$ cat config.mk
export PLATFORM = sky130hd
export DESIGN_NAME = iops_sweep_ctrl_flat
export DESIGN_NICKNAME = d
export VERILOG_FILES = /design/src/rtl/iops_sweep_ctrl_if.sv /design/src/rtl/iops_sweep_ctrl.sv /design/src/flat_wrapper.sv
export SDC_FILE = /design/constraint.sdc
export NUM_CORES = 1
export LEC_CHECK = 0
export BUFFER_PORTS_ARGS = -buffer_cell sky130_fd_sc_hd__buf_2
export CELL_PAD_IN_SITES_DETAIL_PLACEMENT = 0
export CELL_PAD_IN_SITES_GLOBAL_PLACEMENT = 1
export CORE_UTILIZATION = 30
export CTS_CLUSTER_DIAMETER = 30
export CTS_CLUSTER_SIZE = 20
export DETAILED_ROUTE_END_ITERATION = 10
export GPL_TIMING_DRIVEN = 0
export PLACE_DENSITY_LB_ADDON = 0.3
export SYNTH_ARGS = -nofsm -noshare
export SYNTH_HDL_FRONTEND = slang
export SYNTH_SLANG_ARGS = --single-unit
$ cat constraint.sdc
create_clock -name clock -period 6.4 [get_ports clock]
set_clock_uncertainty 0.1 [all_clocks]
set_input_delay 0 -clock clock [delete_from_list [all_inputs] [get_ports clock]]
set_output_delay 0 -clock clock [all_outputs]
set_load 0.02 [all_outputs]
$ cat src/rtl/iops_sweep_ctrl_if.sv
`default_nettype none
// ============================================================================
// Module   : iops_sweep_ctrl_if
// Brief    : Control, generator-debug, AXI snoop and result signals of the
//            IOPS sweep controller bundled as one interface.
// Revision : 1.0 - initial release
// ============================================================================
interface iops_sweep_ctrl_if #(
    parameter int LEN_SIZE = 4
);
    logic                start;
    logic [LEN_SIZE-1:0] cfg_len_max;
    logic                busy;
    logic                done;
    logic [2:0]          debug_arsize;
    logic [LEN_SIZE-1:0] debug_arlen;
    logic                debug_pause;
    logic                axi_arvalid;
    logic                axi_arready;
    logic                axi_rvalid;
    logic                axi_rready;
    logic                axi_rlast;
    logic                result_valid;
    logic                result_ready;
    logic [2:0]          result_arsize;
    logic [LEN_SIZE-1:0] result_arlen;
    logic [31:0]         result_count;
    logic                result_err;

    modport master (
        input  start, cfg_len_max,
        input  axi_arvalid, axi_arready, axi_rvalid, axi_rready, axi_rlast,
        input  result_ready,
        output busy, done, debug_arsize, debug_arlen, debug_pause,
        output result_valid, result_arsize, result_arlen, result_count, result_err
    );

    modport slave (
        output start, cfg_len_max,
        output axi_arvalid, axi_arready, axi_rvalid, axi_rready, axi_rlast,
        output result_ready,
        input  busy, done, debug_arsize, debug_arlen, debug_pause,
        input  result_valid, result_arsize, result_arlen, result_count, result_err
    );
endinterface
`default_nettype wire

$ cat src/rtl/iops_sweep_ctrl.sv
`default_nettype none
// ============================================================================
// Module   : iops_sweep_ctrl
// Brief    : Sweeps arsize/arlen of the random-read generator, measures
//            completed bursts per point and reports one result per point.
// Revision : 1.0 - initial release
// ============================================================================
module iops_sweep_ctrl #(
    parameter int LEN_SIZE      = 4,
    parameter int SIZE_MIN      = 0,
    parameter int SIZE_MAX      = 3,
    parameter int WINDOW_LEN    = 1024,
    parameter int OUTST_W       = 8,
    parameter int DRAIN_TIMEOUT = 65535
) (
    input  logic              clock,
    input  logic              reset,
    iops_sweep_ctrl_if.master bus
);
    localparam int c_win_w = (WINDOW_LEN > 1) ? $clog2(WINDOW_LEN) : 1;
    localparam int c_drn_w = (DRAIN_TIMEOUT > 1) ? $clog2(DRAIN_TIMEOUT) : 1;
    localparam logic [c_win_w-1:0] c_win_last = c_win_w'(WINDOW_LEN - 1);
    localparam logic [c_drn_w-1:0] c_drn_last = c_drn_w'(DRAIN_TIMEOUT - 1);
    localparam logic [2:0]         c_size_min = 3'(SIZE_MIN);
    localparam logic [2:0]         c_size_max = 3'(SIZE_MAX);

    localparam logic [2:0] c_st_idle   = 3'd0;
    localparam logic [2:0] c_st_setup  = 3'd1;
    localparam logic [2:0] c_st_run    = 3'd2;
    localparam logic [2:0] c_st_drain  = 3'd3;
    localparam logic [2:0] c_st_report = 3'd4;
    localparam logic [2:0] c_st_done   = 3'd5;

    logic [2:0]          r_state;
    logic [2:0]          w_state_nxt;
    logic [LEN_SIZE-1:0] r_len_max;
    logic [2:0]          r_arsize;
    logic [LEN_SIZE-1:0] r_arlen;
    logic [c_win_w-1:0]  r_win;
    logic [c_drn_w-1:0]  r_drain;
    logic [OUTST_W-1:0]  r_outst;
    logic                r_err;
    logic [31:0]         r_count;

    logic                r_busy;
    logic                r_done;
    logic                r_pause;
    logic [2:0]          r_dbg_arsize;
    logic [LEN_SIZE-1:0] r_dbg_arlen;
    logic                r_res_valid;
    logic [2:0]          r_res_arsize;
    logic [LEN_SIZE-1:0] r_res_arlen;
    logic [31:0]         r_res_count;
    logic                r_res_err;

    logic w_ar_hs;
    logic w_r_done;
    logic w_uflow;
    logic w_oflow;
    logic w_err_evt;
    logic w_drain_exit;
    logic w_drain_tmo;
    logic w_tmo_err;
    logic w_last_point;

    assign w_ar_hs      = bus.axi_arvalid & bus.axi_arready;
    assign w_r_done     = bus.axi_rvalid & bus.axi_rready & bus.axi_rlast;
    assign w_uflow      = w_r_done & ~w_ar_hs & (r_outst == '0);
    assign w_oflow      = w_ar_hs & ~w_r_done & (&r_outst);
    assign w_err_evt    = (r_state != c_st_setup) & (w_uflow | w_oflow);
    assign w_drain_exit = ~bus.axi_arvalid & (r_outst == '0);
    assign w_drain_tmo  = (r_drain == c_drn_last);
    assign w_tmo_err    = (r_state == c_st_drain) & w_drain_tmo & ~w_drain_exit;
    assign w_last_point = (r_arsize == c_size_max) & (r_arlen == r_len_max);

    always_ff @(posedge clock or posedge reset) begin
        if (reset) begin
            r_state <= c_st_idle;
        end else begin
            r_state <= w_state_nxt;
        end
    end

    always_comb begin
        w_state_nxt = r_state;
        case (r_state)
            c_st_idle:   if (bus.start) w_state_nxt = c_st_setup;
            c_st_setup:  w_state_nxt = c_st_run;
            c_st_run:    if (r_win == c_win_last) w_state_nxt = c_st_drain;
            c_st_drain:  if (w_drain_exit || w_drain_tmo) w_state_nxt = c_st_report;
            c_st_report: if (bus.result_ready) w_state_nxt = w_last_point ? c_st_done : c_st_setup;
            c_st_done:   w_state_nxt = c_st_idle;
            default:     w_state_nxt = c_st_idle;
        endcase
    end

    always_ff @(posedge clock or posedge reset) begin
        if (reset) begin
            r_len_max    <= '0;
            r_arsize     <= c_size_min;
            r_arlen      <= '0;
            r_win        <= '0;
            r_drain      <= '0;
            r_outst      <= '0;
            r_err        <= 1'b0;
            r_count      <= '0;
            r_busy       <= 1'b0;
            r_done       <= 1'b0;
            r_pause      <= 1'b1;
            r_dbg_arsize <= c_size_min;
            r_dbg_arlen  <= '0;
            r_res_valid  <= 1'b0;
            r_res_arsize <= c_size_min;
            r_res_arlen  <= '0;
            r_res_count  <= '0;
            r_res_err    <= 1'b0;
        end else begin
            if (r_state == c_st_idle && bus.start) begin
                r_len_max <= bus.cfg_len_max;
                r_arsize  <= c_size_min;
                r_arlen   <= '0;
            end else if (r_state == c_st_report && bus.result_ready && !w_last_point) begin
                if (r_arlen == r_len_max) begin
                    r_arlen  <= '0;
                    r_arsize <= r_arsize + 3'd1;
                end else begin
                    r_arlen <= r_arlen + LEN_SIZE'(1);
                end
            end

            if (r_state == c_st_setup) begin
                r_win <= '0;
            end else if (r_state == c_st_run) begin
                r_win <= r_win + c_win_w'(1);
            end
            r_drain <= (r_state == c_st_drain) ? r_drain + c_drn_w'(1) : '0;

            // A timed-out drain leaves stale bursts in flight; the next point starts from zero.
            if (r_state == c_st_setup) begin
                r_outst <= '0;
            end else if (w_ar_hs && !w_r_done && !(&r_outst)) begin
                r_outst <= r_outst + OUTST_W'(1);
            end else if (w_r_done && !w_ar_hs && (r_outst != '0)) begin
                r_outst <= r_outst - OUTST_W'(1);
            end

            if (r_state == c_st_setup) begin
                r_err <= 1'b0;
            end else if (w_err_evt || w_tmo_err) begin
                r_err <= 1'b1;
            end

            if (r_state == c_st_setup) begin
                r_count <= '0;
            end else if (r_state == c_st_run && w_r_done && !(&r_count)) begin
                r_count <= r_count + 32'd1;
            end

            r_busy      <= (w_state_nxt != c_st_idle);
            r_done      <= (w_state_nxt == c_st_done);
            r_pause     <= (w_state_nxt != c_st_run);
            r_res_valid <= (w_state_nxt == c_st_report);

            if (r_state == c_st_setup) begin
                r_dbg_arsize <= r_arsize;
                r_dbg_arlen  <= r_arlen;
            end

            // Snapshot on REPORT entry so result fields hold still while unacknowledged.
            if (r_state != c_st_report && w_state_nxt == c_st_report) begin
                r_res_arsize <= r_arsize;
                r_res_arlen  <= r_arlen;
                r_res_count  <= r_count;
                r_res_err    <= r_err | w_err_evt | w_tmo_err;
            end
        end
    end

    assign bus.busy          = r_busy;
    assign bus.done          = r_done;
    assign bus.debug_pause   = r_pause;
    assign bus.debug_arsize  = r_dbg_arsize;
    assign bus.debug_arlen   = r_dbg_arlen;
    assign bus.result_valid  = r_res_valid;
    assign bus.result_arsize = r_res_arsize;
    assign bus.result_arlen  = r_res_arlen;
    assign bus.result_count  = r_res_count;
    assign bus.result_err    = r_res_err;
endmodule
`default_nettype wire

$ cat src/flat_wrapper.sv
// flat-port wrapper written by rule: the top's interface ports become plain ports
module iops_sweep_ctrl_flat 
#(
    parameter int LEN_SIZE      = 4,
    parameter int SIZE_MIN      = 0,
    parameter int SIZE_MAX      = 3,
    parameter int WINDOW_LEN    = 1024,
    parameter int OUTST_W       = 8,
    parameter int DRAIN_TIMEOUT = 65535
)
  (clock, reset, bus_start, bus_cfg_len_max, bus_axi_arvalid, bus_axi_arready, bus_axi_rvalid, bus_axi_rready, bus_axi_rlast, bus_result_ready, bus_busy, bus_done, bus_debug_arsize, bus_debug_arlen, bus_debug_pause, bus_result_valid, bus_result_arsize, bus_result_arlen, bus_result_count, bus_result_err);
  iops_sweep_ctrl_if #(.LEN_SIZE(LEN_SIZE)) bus_i ();
  input  logic clock;
  input  logic reset;
  input wire logic [$bits(bus_i.start)-1:0] bus_start;
  input wire logic [$bits(bus_i.cfg_len_max)-1:0] bus_cfg_len_max;
  input wire logic [$bits(bus_i.axi_arvalid)-1:0] bus_axi_arvalid;
  input wire logic [$bits(bus_i.axi_arready)-1:0] bus_axi_arready;
  input wire logic [$bits(bus_i.axi_rvalid)-1:0] bus_axi_rvalid;
  input wire logic [$bits(bus_i.axi_rready)-1:0] bus_axi_rready;
  input wire logic [$bits(bus_i.axi_rlast)-1:0] bus_axi_rlast;
  input wire logic [$bits(bus_i.result_ready)-1:0] bus_result_ready;
  output wire logic [$bits(bus_i.busy)-1:0] bus_busy;
  output wire logic [$bits(bus_i.done)-1:0] bus_done;
  output wire logic [$bits(bus_i.debug_arsize)-1:0] bus_debug_arsize;
  output wire logic [$bits(bus_i.debug_arlen)-1:0] bus_debug_arlen;
  output wire logic [$bits(bus_i.debug_pause)-1:0] bus_debug_pause;
  output wire logic [$bits(bus_i.result_valid)-1:0] bus_result_valid;
  output wire logic [$bits(bus_i.result_arsize)-1:0] bus_result_arsize;
  output wire logic [$bits(bus_i.result_arlen)-1:0] bus_result_arlen;
  output wire logic [$bits(bus_i.result_count)-1:0] bus_result_count;
  output wire logic [$bits(bus_i.result_err)-1:0] bus_result_err;
  assign bus_i.start = bus_start;
  assign bus_i.cfg_len_max = bus_cfg_len_max;
  assign bus_i.axi_arvalid = bus_axi_arvalid;
  assign bus_i.axi_arready = bus_axi_arready;
  assign bus_i.axi_rvalid = bus_axi_rvalid;
  assign bus_i.axi_rready = bus_axi_rready;
  assign bus_i.axi_rlast = bus_axi_rlast;
  assign bus_i.result_ready = bus_result_ready;
  assign bus_busy = bus_i.busy;
  assign bus_done = bus_i.done;
  assign bus_debug_arsize = bus_i.debug_arsize;
  assign bus_debug_arlen = bus_i.debug_arlen;
  assign bus_debug_pause = bus_i.debug_pause;
  assign bus_result_valid = bus_i.result_valid;
  assign bus_result_arsize = bus_i.result_arsize;
  assign bus_result_arlen = bus_i.result_arlen;
  assign bus_result_count = bus_i.result_count;
  assign bus_result_err = bus_i.result_err;
  iops_sweep_ctrl #(.LEN_SIZE(LEN_SIZE), .SIZE_MIN(SIZE_MIN), .SIZE_MAX(SIZE_MAX), .WINDOW_LEN(WINDOW_LEN), .OUTST_W(OUTST_W), .DRAIN_TIMEOUT(DRAIN_TIMEOUT)) u_core (.clock(clock), .reset(reset), .bus(bus_i));
endmodule
==> implementation parameters <==
Parameter                              Value

Drt
  Overall via count from detail_route ... 4927
  Count of unresolved DRC violations after routing ... 0
  Number of nets with antenna violations after detailed routing ... 0
  Post-detailed-route via-to-cell ratio ... 5.01
  Average wire length per cell after detail routing ... 15.6 µm
  Count of routing violations after the opening detailed-route iteration ... 337
  Length of the first detailed-routing pass in iterations ... 4
  Routed WL ... 15.3 mm

Layout
  Non-Filler Cell Area, Final ... 7760 µm²
  Fraction of final layout cells with drive strength greater than 1 ... 0.219
  Area used by multi-input combinational logic ... 2940 µm²
  Storage element area ... 3300 µm²
  Area grow syn2layout ... 21.0%
  Nets ... 723
  Count of antenna diodes in the layout ... 0
  Fill count ... 2133

Critical path
  Number of buffers and inverters on the critical path ... 0
  Worst EP arrival ... 2840 ps
  Top cell family by delay on the critical path ... compound AO/OA/AOI/OAI gates
  Maximum fanout count along the critical path ... 9
  Worst path cell trace ... nand4_1, nor2_1, or2_2, ha_1, nor2b_1, o21a_1, o2111a_1, a311oi_1, o22ai_1
  Slowest stage delay, CP ... 420 ps
  Worst setup SP type ... register
  Critical path capture point type ... register
  Critical path type ... reg2reg
  Slowest library cell on the worst path ... sky130_fd_sc_hd__dfrtp_1
  Critical Path RT ... 6550 ps

Synth
  Top cells by instance count after synthesis ... sky130_fd_sc_hd__dfrtp_1 (131), sky130_fd_sc_hd__nand2_1 (61), sky130_fd_sc_hd__nor2_1 (45), sky130_fd_sc_hd__mux2_2 (40), sky130_fd_sc_hd__nand3_1 (33)
  Yosys warning total ... 0
  Top_reg_cell synth ... sky130_fd_sc_hd__dfrtp_1
  Top post-synthesis cells by area ... sky130_fd_sc_hd__dfrtp_1 (51%), sky130_fd_sc_hd__mux2_2 (7.0%), sky130_fd_sc_hd__nand2_1 (3.6%)
  Most frequently used cell type in the post-synthesis netlist ... sky130_fd_sc_hd__dfrtp_1
  Number of synthesized register bits ... 132
  Post-Synthesis Cell Area ... 6410 µm²
  Yosys cell types ... 60
  Number of instances in the synthesized netlist ... 607
  Top-area cell type share of the netlist area ... 0.511
  Post-synthesis cell type with the largest combined area ... sky130_fd_sc_hd__dfrtp_1
  Number of enable-type register cells in the synthesized netlist ... 0
  Ys async rst share ... 1.00
  Syn Nets ... 634
  Per-instance average area after synthesis ... 10.6 µm²
  Post-synthesis sequential area ratio ... 0.515

Global route
  Total global routing track utilization ... 0.150
  Grt ovf ... 0
  Pin count of the biggest net entering global routing ... 74
  Number of global-route vias before repair ... 4982
  Number of antenna violations at the first check in global routing ... 0
  First-pass GRT wire length ... 25.8 mm

Power
  Clk pwr share ... 0.375
  Power dissipated by switching net loads ... 0.000840 W
  PwrDens ... 342 nW/µm²
  Switching fraction of total power ... 0.317
  Leak pwr ... 3.63 nW
  Part of the power in combinational logic ... 0.237
  Total internal power ... 0.00181 W
  Sequential power share ... 0.388
  VDD IR-drop max ... 0.183 mV
  Design Power ... 0.00265 W

Floorplanning
  Number of I/O pins ... 64
  Area inside the core boundary ... 21000 µm²
  Placement row count ... 53
  Initial cell density of the core ... 0.306
  Height of the die ... 148 µm
  Die area ... 22000 µm²
  Die outline width ... 148 µm

Place
  Global placement routability congestion ... 0.803
  Total of buffers placed on input and output ports ... 63
  Cell area reported after detailed placement ... 7100 µm²
  Detail Placement HPWL ... 10.9 mm

STA
  Period Utilization, post-route ... 0.420
  Setup violators final ... 0
  Total negative slack for setup checks ... 0 ps
  Tightest Pin Transition ... 864 ps
  Min Clock Period, post-route ... 2680 ps
  Setup repair after global routing missed its margin ... no
  Top achievable clock speed ... 0.372 GHz
  Worst slew margin relative to its limit ... 0.420
  Final max-slew violation count ... 0
  Hold Fails Final Rpt ... 0

Clock network
  Number of gates resized after CTS ... 0
  Cell at the root of the clock tree ... sky130_fd_sc_hd__clkbuf_16
  CTS tree ... built
  Worst-path clk slew ... 60 ps
  TritonCTS buffer count ... 17
  H-tree levels ... 4
  Insertion delay to the later sink of the worst-skew pair ... 410 ps
  Postcts setup bufs ... 0
  Clk sinks ... 132
  Maximum count of clock buffers along a single path ... 2

Run
  Max-capacitance violation count ... 0

Run status
  Outcome ... finished clean

Min path
  HP Class ... in2reg
==> state kept, by name, indices dropped and copies added (netlist names), 3 cells and up <==
register                  flops
u_core.bus.debug_arlen        4
u_core.bus.debug_arsize       3
u_core.bus.result_arlen       4
u_core.bus.result_arsize      3
u_core.bus.result_count      32
u_core.r_arlen                4
u_core.r_arsize               3
u_core.r_count               32
u_core.r_drain               16
u_core.r_len_max              4
u_core.r_outst                8
u_core.r_state                3
u_core.r_win                 10
==> power groups by stage <==
stage / logic (W) / clock network (W) / registers [W]
finish: 0.000628 / 0.000993 / 0.00103
global route: 0.000706 / 0.00106 / 0.00104
CTS: 0.000635 / 0.00101 / 0.00103
detailed placement: 0.000629 / 0 / 0.00104
global placement: 0.000607 / 0 / 0.00104
floorplan: 0.000414 / 0 / 0.00106
==> metal layers <==
layer	track usage	up-vias	wire length [µm]
li1	-	2369	-
met1	0.194	2434	7110
met2	0.247	102	7430
met3	0.0301	22	479
met4	0.0541	0	309
met5	0	-	0
==> layout make-up <==
type	instances	area share
sequential	132	0.426
multi-input combinational	437	0.379
clock buffer	24	0.0608
timing repair buffer	70	0.0519
tap	275	0.0443
clock inverter	8	0.0160
buffer	21	0.0129
inverter	17	0.00887
==> what timing repair did <==
item | 4_1_cts | 5_1_grt
hold buffers | 6 | 0
endpoints found under the hold margin | 64 | 0
setup endpoints to repair | 0 | 0
==> layout by cell type (no fill, tap or decap), drive strengths merged, types with 6 or more instances in the layout <==
cell type and instances:
or4 6, clkbuf 33, ha 13, nand4 18, and3 11, a21oi 22
xnor2 15, nor3 15, mux2i 16, dlygate4sd3 6, or3 15, dfrtp 131
nor2 45, buf 76, o21ai 31, xor2 15, nand3 33, and4 11
nand2 61, inv 18, mux2 40, nand2b 6
==> path summary, 6_finish.rpt <==
| check | to | startpoint | slack [ps] | cells after the start |
|---|---|---|---|---|
| worst max-delay path | u_core.r_outst[6] | u_core.r_outst[4] | 3720 | 9 |
| max in group asynchronous | u_core.r_outst[5] | reset | 5350 | 4 |
| min in group asynchronous | u_core.bus.result_count[27] | reset | 110 | 3 |
| worst min-delay path | u_core.r_state[2] | bus_result_ready | 5 | 4 |
| worst max register to register | u_core.r_outst[6] | u_core.r_outst[4] | 3720 | 9 |
| worst min register to register | u_core.r_win[9] | u_core.r_win[9] | 370 | 1 |
==> cell families (layout without fill, tap and decap cells) <==
| kind of cell | after synthesis | after routing | synth area share |
|---|---|---|---|
| AO/OA/AOI/OAI | 90 | 90 | 0.0884 |
| XOR/XNOR | 30 | 30 | 0.0410 |
| adder cells (fa/ha/maj) | 14 | 14 | 0.0285 |
| buffers and inverters | 38 | 140 | 0.0256 |
| flip-flops | 132 | 132 | 0.515 |
| multiplexers | 56 | 56 | 0.0952 |
| AND/OR/NAND/NOR | 247 | 247 | 0.206 |
==> tightest hold or removal path: stages <==
cell,delay (ps)
sky130_fd_sc_hd__buf_2,110
sky130_fd_sc_hd__o21ai_0,70
sky130_fd_sc_hd__a21boi_0,180
sky130_fd_sc_hd__nor2_1,120
==> stage by stage <==
step	hold WS (ps)	instances	utilization	worst slack [ps]
final	5.22	984	0.370	3720
after global routing	21.1	984	0.370	3530
after CTS	1.72	984	0.370	3720
after detailed placement	13.6	946	0.339	3740
after global placement	135	945	0.337	1250
after floorplan	51.7	607	-	2780
(Power assumes the default switching activity.)
